--- config.mk ---
export PLATFORM = sky130hd
export DESIGN_NAME = alu2_slice_sched
export DESIGN_NICKNAME = d
export VERILOG_FILES = /design/src/rtl/alu2_slice_sched.sv
export SDC_FILE = /design/constraint.sdc
export NUM_CORES = 1
export LEC_CHECK = 0
export CELL_PAD_IN_SITES_DETAIL_PLACEMENT = 1
export CELL_PAD_IN_SITES_GLOBAL_PLACEMENT = 1
export CORE_MARGIN = 2
export CORE_UTILIZATION = 29
export CTS_BUF_LIST = sky130_fd_sc_hd__clkbuf_8
export DETAILED_ROUTE_END_ITERATION = 7
export MAX_ROUTING_LAYER = met4
export PLACE_DENSITY = 0.9
export SLEW_MARGIN = 20
export SYNTH_ARGS = -nofsm -noshare
export SYNTH_HDL_FRONTEND = slang
export SYNTH_SLANG_ARGS = --single-unit
--- constraint.sdc ---
create_clock -name clock -period 2.2 [get_ports clock]
set_input_delay 0.55 -clock clock [delete_from_list [all_inputs] [get_ports clock]]
set_output_delay 0.55 -clock clock [all_outputs]
set_load 0.02 [all_outputs]
--- src/rtl/alu2_slice_sched.sv ---
// rtl/alu2_slice_sched.sv - round-robin scheduler sharing one 2-bit ALU slice across NREQ requesters
// Optional macro ALU2_SCHED_FIXED_PRIO_EN selects fixed lowest-index-wins arbitration.
module alu2_slice_sched #(
    parameter  int NREQ  = 4,
    parameter  int WIDTH = 8,
    localparam int IDW   = (NREQ > 2) ? $clog2(NREQ) : 1
) (
    input  logic                  clock,
    input  logic                  rst_n,
    input  logic [NREQ-1:0]       req,
    input  logic [NREQ*WIDTH-1:0] req_a,
    input  logic [NREQ*WIDTH-1:0] req_b,
    input  logic [NREQ*5-1:0]     req_ctl,
    input  logic [NREQ-1:0]       req_cin,
    output logic [NREQ-1:0]       gnt,
    output logic [1:0]            alu_a,
    output logic [1:0]            alu_b,
    output logic [4:0]            alu_ctl,
    output logic                  alu_cin,
    input  logic [1:0]            alu_f,
    input  logic                  alu_cout,
    input  logic [2:0]            alu_stat,
    output logic                  rsp_valid,
    input  logic                  rsp_ready,
    output logic [IDW-1:0]        rsp_id,
    output logic [WIDTH-1:0]      rsp_result,
    output logic                  rsp_cout,
    output logic                  rsp_zero,
    output logic                  busy
);
    localparam int NDIG = WIDTH / 2;
    localparam int CW   = $clog2(NDIG) + 1;

    typedef enum logic [1:0] {S_IDLE, S_RUN, S_RESP} state_t;

    state_t             r_state;
    logic [WIDTH-1:0]   r_a;
    logic [WIDTH-1:0]   r_b;
    logic [4:0]         r_ctl;
    logic               r_carry;
    logic [WIDTH-1:0]   r_result;
    logic [CW-1:0]      r_cnt;
    logic [IDW-1:0]     r_id;
    logic [IDW-1:0]     w_winner;
    logic               w_any;
    logic [WIDTH-1:0]   w_result_next;
    logic               w_unused_stat;

    assign w_unused_stat = ^alu_stat;
    assign w_any         = |req;

`ifdef ALU2_SCHED_FIXED_PRIO_EN
    always_comb begin
        w_winner = '0;
        for (int i = NREQ - 1; i >= 0; i--) begin
            if (req[i]) w_winner = IDW'(i);
        end
    end
`else
    logic [IDW-1:0] r_ptr;

    // Walk offsets from farthest to nearest so the last hit is the one closest after r_ptr.
    always_comb begin
        w_winner = '0;
        for (int off = NREQ; off >= 1; off--) begin
            if (req[(int'(r_ptr) + off) % NREQ]) w_winner = IDW'((int'(r_ptr) + off) % NREQ);
        end
    end

    always_ff @(posedge clock) begin
        if (!rst_n) begin
            r_ptr <= IDW'(NREQ - 1);
        end else if (r_state == S_IDLE && w_any) begin
            r_ptr <= w_winner;
        end
    end
`endif

    // New digit enters at the top; after NDIG shifts the LSB digit sits at bit 0.
    always_comb begin
        w_result_next = r_result >> 2;
        w_result_next[WIDTH-1 -: 2] = alu_f;
    end

    always_ff @(posedge clock) begin
        if (!rst_n) begin
            r_state  <= S_IDLE;
            r_a      <= '0;
            r_b      <= '0;
            r_ctl    <= '0;
            r_carry  <= 1'b0;
            r_result <= '0;
            r_cnt    <= '0;
            r_id     <= '0;
        end else begin
            case (r_state)
                S_IDLE: begin
                    if (w_any) begin
                        r_a     <= req_a[w_winner*WIDTH +: WIDTH];
                        r_b     <= req_b[w_winner*WIDTH +: WIDTH];
                        r_ctl   <= req_ctl[w_winner*5 +: 5];
                        r_carry <= req_cin[w_winner];
                        r_id    <= w_winner;
                        r_cnt   <= '0;
                        r_state <= S_RUN;
                    end
                end
                S_RUN: begin
                    r_a      <= r_a >> 2;
                    r_b      <= r_b >> 2;
                    r_result <= w_result_next;
                    r_carry  <= alu_cout;
                    r_cnt    <= r_cnt + 1'b1;
                    if (r_cnt == CW'(NDIG - 1)) r_state <= S_RESP;
                end
                S_RESP: begin
                    if (rsp_ready) r_state <= S_IDLE;
                end
                default: r_state <= S_IDLE;
            endcase
        end
    end

    assign gnt        = (rst_n && r_state == S_IDLE && w_any) ? (NREQ'(1) << w_winner) : '0;
    assign alu_a      = (r_state == S_RUN) ? r_a[1:0] : 2'b00;
    assign alu_b      = (r_state == S_RUN) ? r_b[1:0] : 2'b00;
    assign alu_ctl    = (r_state == S_RUN) ? r_ctl : 5'd0;
    assign alu_cin    = (r_state == S_RUN) ? r_carry : 1'b0;
    assign rsp_valid  = (r_state == S_RESP);
    assign rsp_id     = r_id;
    assign rsp_result = r_result;
    assign rsp_cout   = r_carry;
    assign rsp_zero   = (r_result == '0);
    assign busy       = (r_state != S_IDLE);
endmodule
# Yosys cells after proc, flatten, opt, wreduce, memory -nomap -nowiden
# Index checks and enable logic that the tools add are counted.
[totals]
out_inout_bits = 28
regBits = 39
inputBits = 101
[op_classes]
n_reduce_logical = 15
n_eq_ne = 6
add_sub_neg = 5
n_mux = 35
multipliers = 1
n_shift = 4
n_bitwise = 4
n_lt_le_gt_ge = 5
[op_table]
columns = ["cell", "count"]
rows = [
  ["32-bit by 6-bit indexed part select with 8-bit output", 2],
  ["8-bit case mux with 2 select lines", 2],
  ["20-bit by 6-bit indexed part select with 5-bit output", 1],
  ["2-bit 2-to-1 mux", 9],
  ["3-bit by 4-bit < comparator with 1-bit output, second input constant", 4],
  ["8-bit 2-to-1 mux", 2],
  ["1-bit 2-to-1 mux", 11],
  ["1-bit binary-select mux with 2-bit select", 5],
  ["8-bit zero test", 1],
  ["2-bit OR reduction", 4],
  ["2-bit case mux with 3 select lines", 1],
  ["3-bit case mux with 2 select lines", 1],
  ["2-bit by 3-bit multiplier with 5-bit output, second input constant", 1],
  ["5-bit 2-to-1 mux", 1],
  ["2-bit by 1-bit adder with 2-bit output, second input constant", 2],
  ["2-bit adder, second input constant", 2],
  ["1-bit AND, first input constant", 4],
  ["4-bit 2-to-1 mux", 1],
  ["2-bit inequality test, second input constant", 2],
  ["2-bit AND reduction", 2],
  ["2-bit nonzero test", 2],
  ["4-bit OR reduction", 1],
  ["1-bit by 2-bit left shift with 4-bit output, first input constant", 1],
  ["3-bit by 1-bit adder with 3-bit output, second input constant", 1],
  ["10 further kinds", 12],
]

# Longest topological paths before layout
[logic_depth]
depth_word = 14
depth_mapped = 8

# Worst setup path after synthesis
# Ideal clock, no wire load.
[synth_timing]
path_type = "input -> output"
start = "in req[3]"
end = "out gnt[0]"
path_buffers = 1
required_ps = 1650
setup_slack_ps = -93
arrival_ps = 1743
stages = 6
cell_sequence = "mux2i_1 > nor2_1 > nor3_4 > nand3_4 > buf_4 > nor2_1"
[synth_via]
elab_chain_len = 9
[synth_lines]
columns = ["element", "line_no", "source"]
rows = [
  ["from (decl)", "10", "input logic [NREQ-1:0] req,"],
  ["1-bit binary-select mux with 2-bit select", "66", "if (req[(int'(r_ptr) + off) % NREQ]) w_winner = IDW'((int'(r_ptr) + off) % NREQ);"],
  ["1-bit 2-to-1 mux (not written as such) (2 in a row)", "66", ""],
  ["2-bit 2-to-1 mux (4 in a row)", "66", ""],
  ["1-bit by 2-bit left shift with 4-bit output", "124", "assign gnt = (rst_n && r_state == S_IDLE && w_any) ? (NREQ'(1) << w_winner) : '0;"],
  ["4-bit 2-to-1 mux *", "124", ""],
  ["to (decl)", "15", "output logic [NREQ-1:0] gnt,"],
]
# Mark *: on every way between the ends. The rest lies on a longest branch, timed or not. The select of a mux whose other input is x is not followed.

# Final worst setup path
[layout_timing]
start = "in req[3]"
end = "out gnt[3]"
# The elaborated chain is that of the path after synthesis.

==> metrics.md <==
| Metric | Value |
|---|---|
| Buffers & Inverters on Critical Path | `3` |
| Initial antenna violation count | `0` |
| Number of global-route vias before repair | `around 2,800` |
| Number of standard-cell rows in the floorplan | `33` |
| Post-place setup slack | `-0.9329 ns` |
| Max_slew headroom | `0.6670` |
| Fin worst setup slack | `roughly 0.014 ns` |
| Worst-path fanout max | `4` |
| Number of pins exceeding their max-slew limit in the final report | `0` |
| Measured slew at the worst slew-check pin | `between 0.4 and 0.5 ns` |
| Violation count after the first detailed-routing iteration | `58` |
| Finished Core Util | `0.5033` |
| Final antenna diode count | `0` |
| Endpoint required time on the critical path | `1.65 ns` |
| H-Tree Level Count | `2` |
| Worst VDD drop | `about 0.24 mV` |
| Wire length of the first global-routing pass | `between 10,000 and 15,000 um` |
| FF+latch count, synth | `39` |
| Clock Pin Slew Worst Setup and Hold Paths | `approximately 0.070 ns` |
| Fraction of the cycle the final worst path needs | `0.9937` |
| Proportion of synthesized flip-flops having asynchronous set or reset | `0` |
| Most frequent cells in the layout | `sky130_fd_sc_hd__clkdlybuf4s50_1, sky130_fd_sc_hd__nand2_1, sky130_fd_sc_hd__mux2i_1` |
| TritonCTS clock tree | `done` |
| Die extent in x | `between 90 and 100 um` |
| CTS Buffer Depth | `2` |
| Series of cell instances along the critical path | `buf_8 -> buf_6 -> o21bai_4 -> a21oi_4 -> o311ai_4 -> nor2_1 -> buf_4` |
| Total Nets Final | `around 540` |
| Clock network latency to the later pin of the worst-skew pair | `0.29 ns` |
| Routed WL per cell | `between 15 and 20 um` |
| Most common cell after layout, fill and taps aside | `sky130_fd_sc_hd__clkdlybuf4s50_1` |
| Unrepaired setup endpoints after global routing | `yes` |
| Setup Total Neg Slack | `0 ns` |
| CTS root buf | `sky130_fd_sc_hd__clkbuf_8` |
| Cells after synthesis | `around 280` |
| Total standard cell area after synthesis | `around 2500 um^2` |
| Status | `completed` |
| Count of input and output buffers | `~130` |
| Total wire length after detailed routing | `approximately 9000 um` |
| Hold crit path type | `reg -> reg` |
| Post-detail-place hpwl | `6879 um` |
| Relative area change from synthesis to final layout | `67.77%` |
| Max stage delay on crit path | `roughly 0.39 ns` |
| Maximum number of pins on one net before global-route repair | `33` |
| Setup violations, final | `0` |
| Starting utilization of the core area | `0.3000` |
| Kind of cell adding the most delay to the critical path | `compound AO/OA/AOI/OAI gates` |
| Gp weighted congestion | `a little under 0.8` |
| Number of nets with antenna violations after routing | `0` |
| Synth unique cells | `43` |
| Total nets after synthesis | `between 300 and 400` |
| Global route overflow | `0` |
| Placeable core region | `just over 8000 um^2` |
| Sequential share of the synthesized area | `0.3168` |
| Area of the die | `between 9000 and 10,000 um^2` |
| Total count of hold-check failures in the final report | `0` |
| Final period demand of the worst path | `between 2 and 2.5 ns` |
| Maximum capacitance violations | `0` |
| Total via count after detailed routing | `between 2,000 and 3,000` |
| Startpoint type of the worst setup path | `input pin` |
| Number of synthesis warnings | `0` |
| Via-to-Cell Ratio | `about 5.0` |
| Syn Area/Cell | `~8.7 um^2` |
| Top flip-flop cell by instance count after synthesis | `sky130_fd_sc_hd__dfxtp_1` |
| Worst clock skew on the final layout | `around 0.0061 ns` |
| Number of buffers created by CTS | `5` |
| Remaining DRCs | `0` |
| First-pass detailed-route iteration total | `4` |
| Critical Path AT | `approximately 1.6 ns` |
| Share of post-route cells with drive strength above 1 | `0.2083` |
| Footprint of the flip-flops and latches | `slightly below 800 um^2` |
| Power density cells | `just over 500 nW/um^2` |
| Critical Path Sink Type | `output port` |
| Master of the slowest instance on the critical path | `sky130_fd_sc_hd__o311ai_4` |
| Die H | `96.19 um` |
| Fill cell instance count of the final layout | `965` |
| Type of the setup path with the least slack | `in -> out` |
| Gr usage total | `0.1936` |
| I/O pin total | `roughly 130` |
| Area used by multi-input combinational logic | `1623 um^2` |
| Leak | `0.001666 uW` |
| Post-synth EDFFs | `0` |
| Maximum clock frequency | `457.4 MHz` |
| Clock tree sinks | `39` |
-- worst paths after layout --
| kind | from | end | slack, ns | depth (start not counted) |
|---|---|---|---|---|
| worst max register to register | r_ptr[1]$_SDFFE_PN1P_ | rsp_cout$_SDFFE_PN0P_ | 0.11 | 8 |
| worst min register to register | rsp_id[1]$_SDFFE_PN0P_ | rsp_id[1]$_SDFFE_PN0P_ | 0.47 | 2 |
| worst max-delay path | req[3] | gnt[3] | 0.01 | 7 |
| worst min-delay path | rsp_id[1]$_SDFFE_PN0P_ | rsp_id[1]$_SDFFE_PN0P_ | 0.47 | 2 |
-- synthesized netlist by cell type (3+ instances only) --
cell | instances | area share
sky130_fd_sc_hd__a21boi_0 | 8 | 0.024
sky130_fd_sc_hd__a2bb2oi_1 | 4 | 0.014
sky130_fd_sc_hd__and2_1 | 12 | 0.030
sky130_fd_sc_hd__buf_4 | 4 | 0.012
sky130_fd_sc_hd__buf_6 | 3 | 0.014
sky130_fd_sc_hd__clkbuf_1 | 12 | 0.018
sky130_fd_sc_hd__dfxtp_1 | 39 | 0.32
sky130_fd_sc_hd__inv_1 | 3 | 0.0046
sky130_fd_sc_hd__mux2i_1 | 44 | 0.18
sky130_fd_sc_hd__nand2_1 | 60 | 0.091
sky130_fd_sc_hd__nand3_1 | 12 | 0.024
sky130_fd_sc_hd__nor2_1 | 9 | 0.014
sky130_fd_sc_hd__nor2b_1 | 3 | 0.0076
sky130_fd_sc_hd__o21ai_0 | 14 | 0.028
sky130_fd_sc_hd__o21ai_1 | 6 | 0.012
sky130_fd_sc_hd__o221ai_1 | 9 | 0.032
sky130_fd_sc_hd__o221ai_2 | 8 | 0.049
-- registers in the layout, indices dropped and copies added, names as in the netlist --
signal	flops
r_cnt	3
rsp_result	8
rsp_id	2
r_b	8
r_a	8
rsp_cout	1
r_state	2
r_ptr	2
r_ctl	5
-- layout make-up --
| class | count | area share |
|---|---|---|
| Multi-Input combinational cell | 220 | 0.3924 |
| Timing Repair Buffer | 163 | 0.3622 |
| Sequential cell | 39 | 0.1897 |
| Tap cell | 105 | 0.03177 |
| Clock buffer | 6 | 0.01997 |
| Inverter | 3 | 0.002723 |
| Clock inverter | 1 | 0.001210 |
-- kinds of logic after synthesis --
group / synth area share
compound gates: 0.1990
fa+ha+maj: 0.01015
buf+inv: 0.05888
flops: 0.3168
mux: 0.1878
simple gates: 0.2274
-- power by group --
part	switching [uW]	leakage [uW]	total, uW	internal [uW]
combinational	365	0.00130	797	432
clock	235	0.0000470	481	246
sequential	45.8	0.000321	822	776
total	646	0.00167	2100	1450
-- metal layers --
layer | global-route usage | part of all wire | vias up
li1 | - | - | 1310
met1 | 0.2071 | 0.40 | 1266
met2 | 0.3675 | 0.53 | 86
met3 | 0.04229 | 0.062 | 6
met4 | 0.03214 | 0.0087 | 0
met5 | - | 0 | -
-- through the flow --
step                      instance area [um^2]  instances  total power, uW  hold WS (ns)
after floorplan                           2474        284             1247        0.4370
after global placement                    3950        520             1579        0.4424
after detailed placement                  3950        520             1609        0.4478
after CTS                                 4111        534             2115        0.4578
after global routing                      4135        537             2216        0.4907
final                                     4135        537             2100        0.4724
-- worst min-delay path: cells and delay by family, from the launching register on --
family | cells | cell delay, ns
simple gates | 1 | 0.06
flops | 1 | 0.31
compound gates | 1 | 0.06
-- repair_timing --
item / CTS / global route
setup endpoints to repair: 25 / 12
gates resized for setup: 64 / 21
hold buffers: 0 / 0
pin swaps: 11 / 9
setup buffers: 8 / 3
Note: power is estimated with default switching activity, not from simulation.
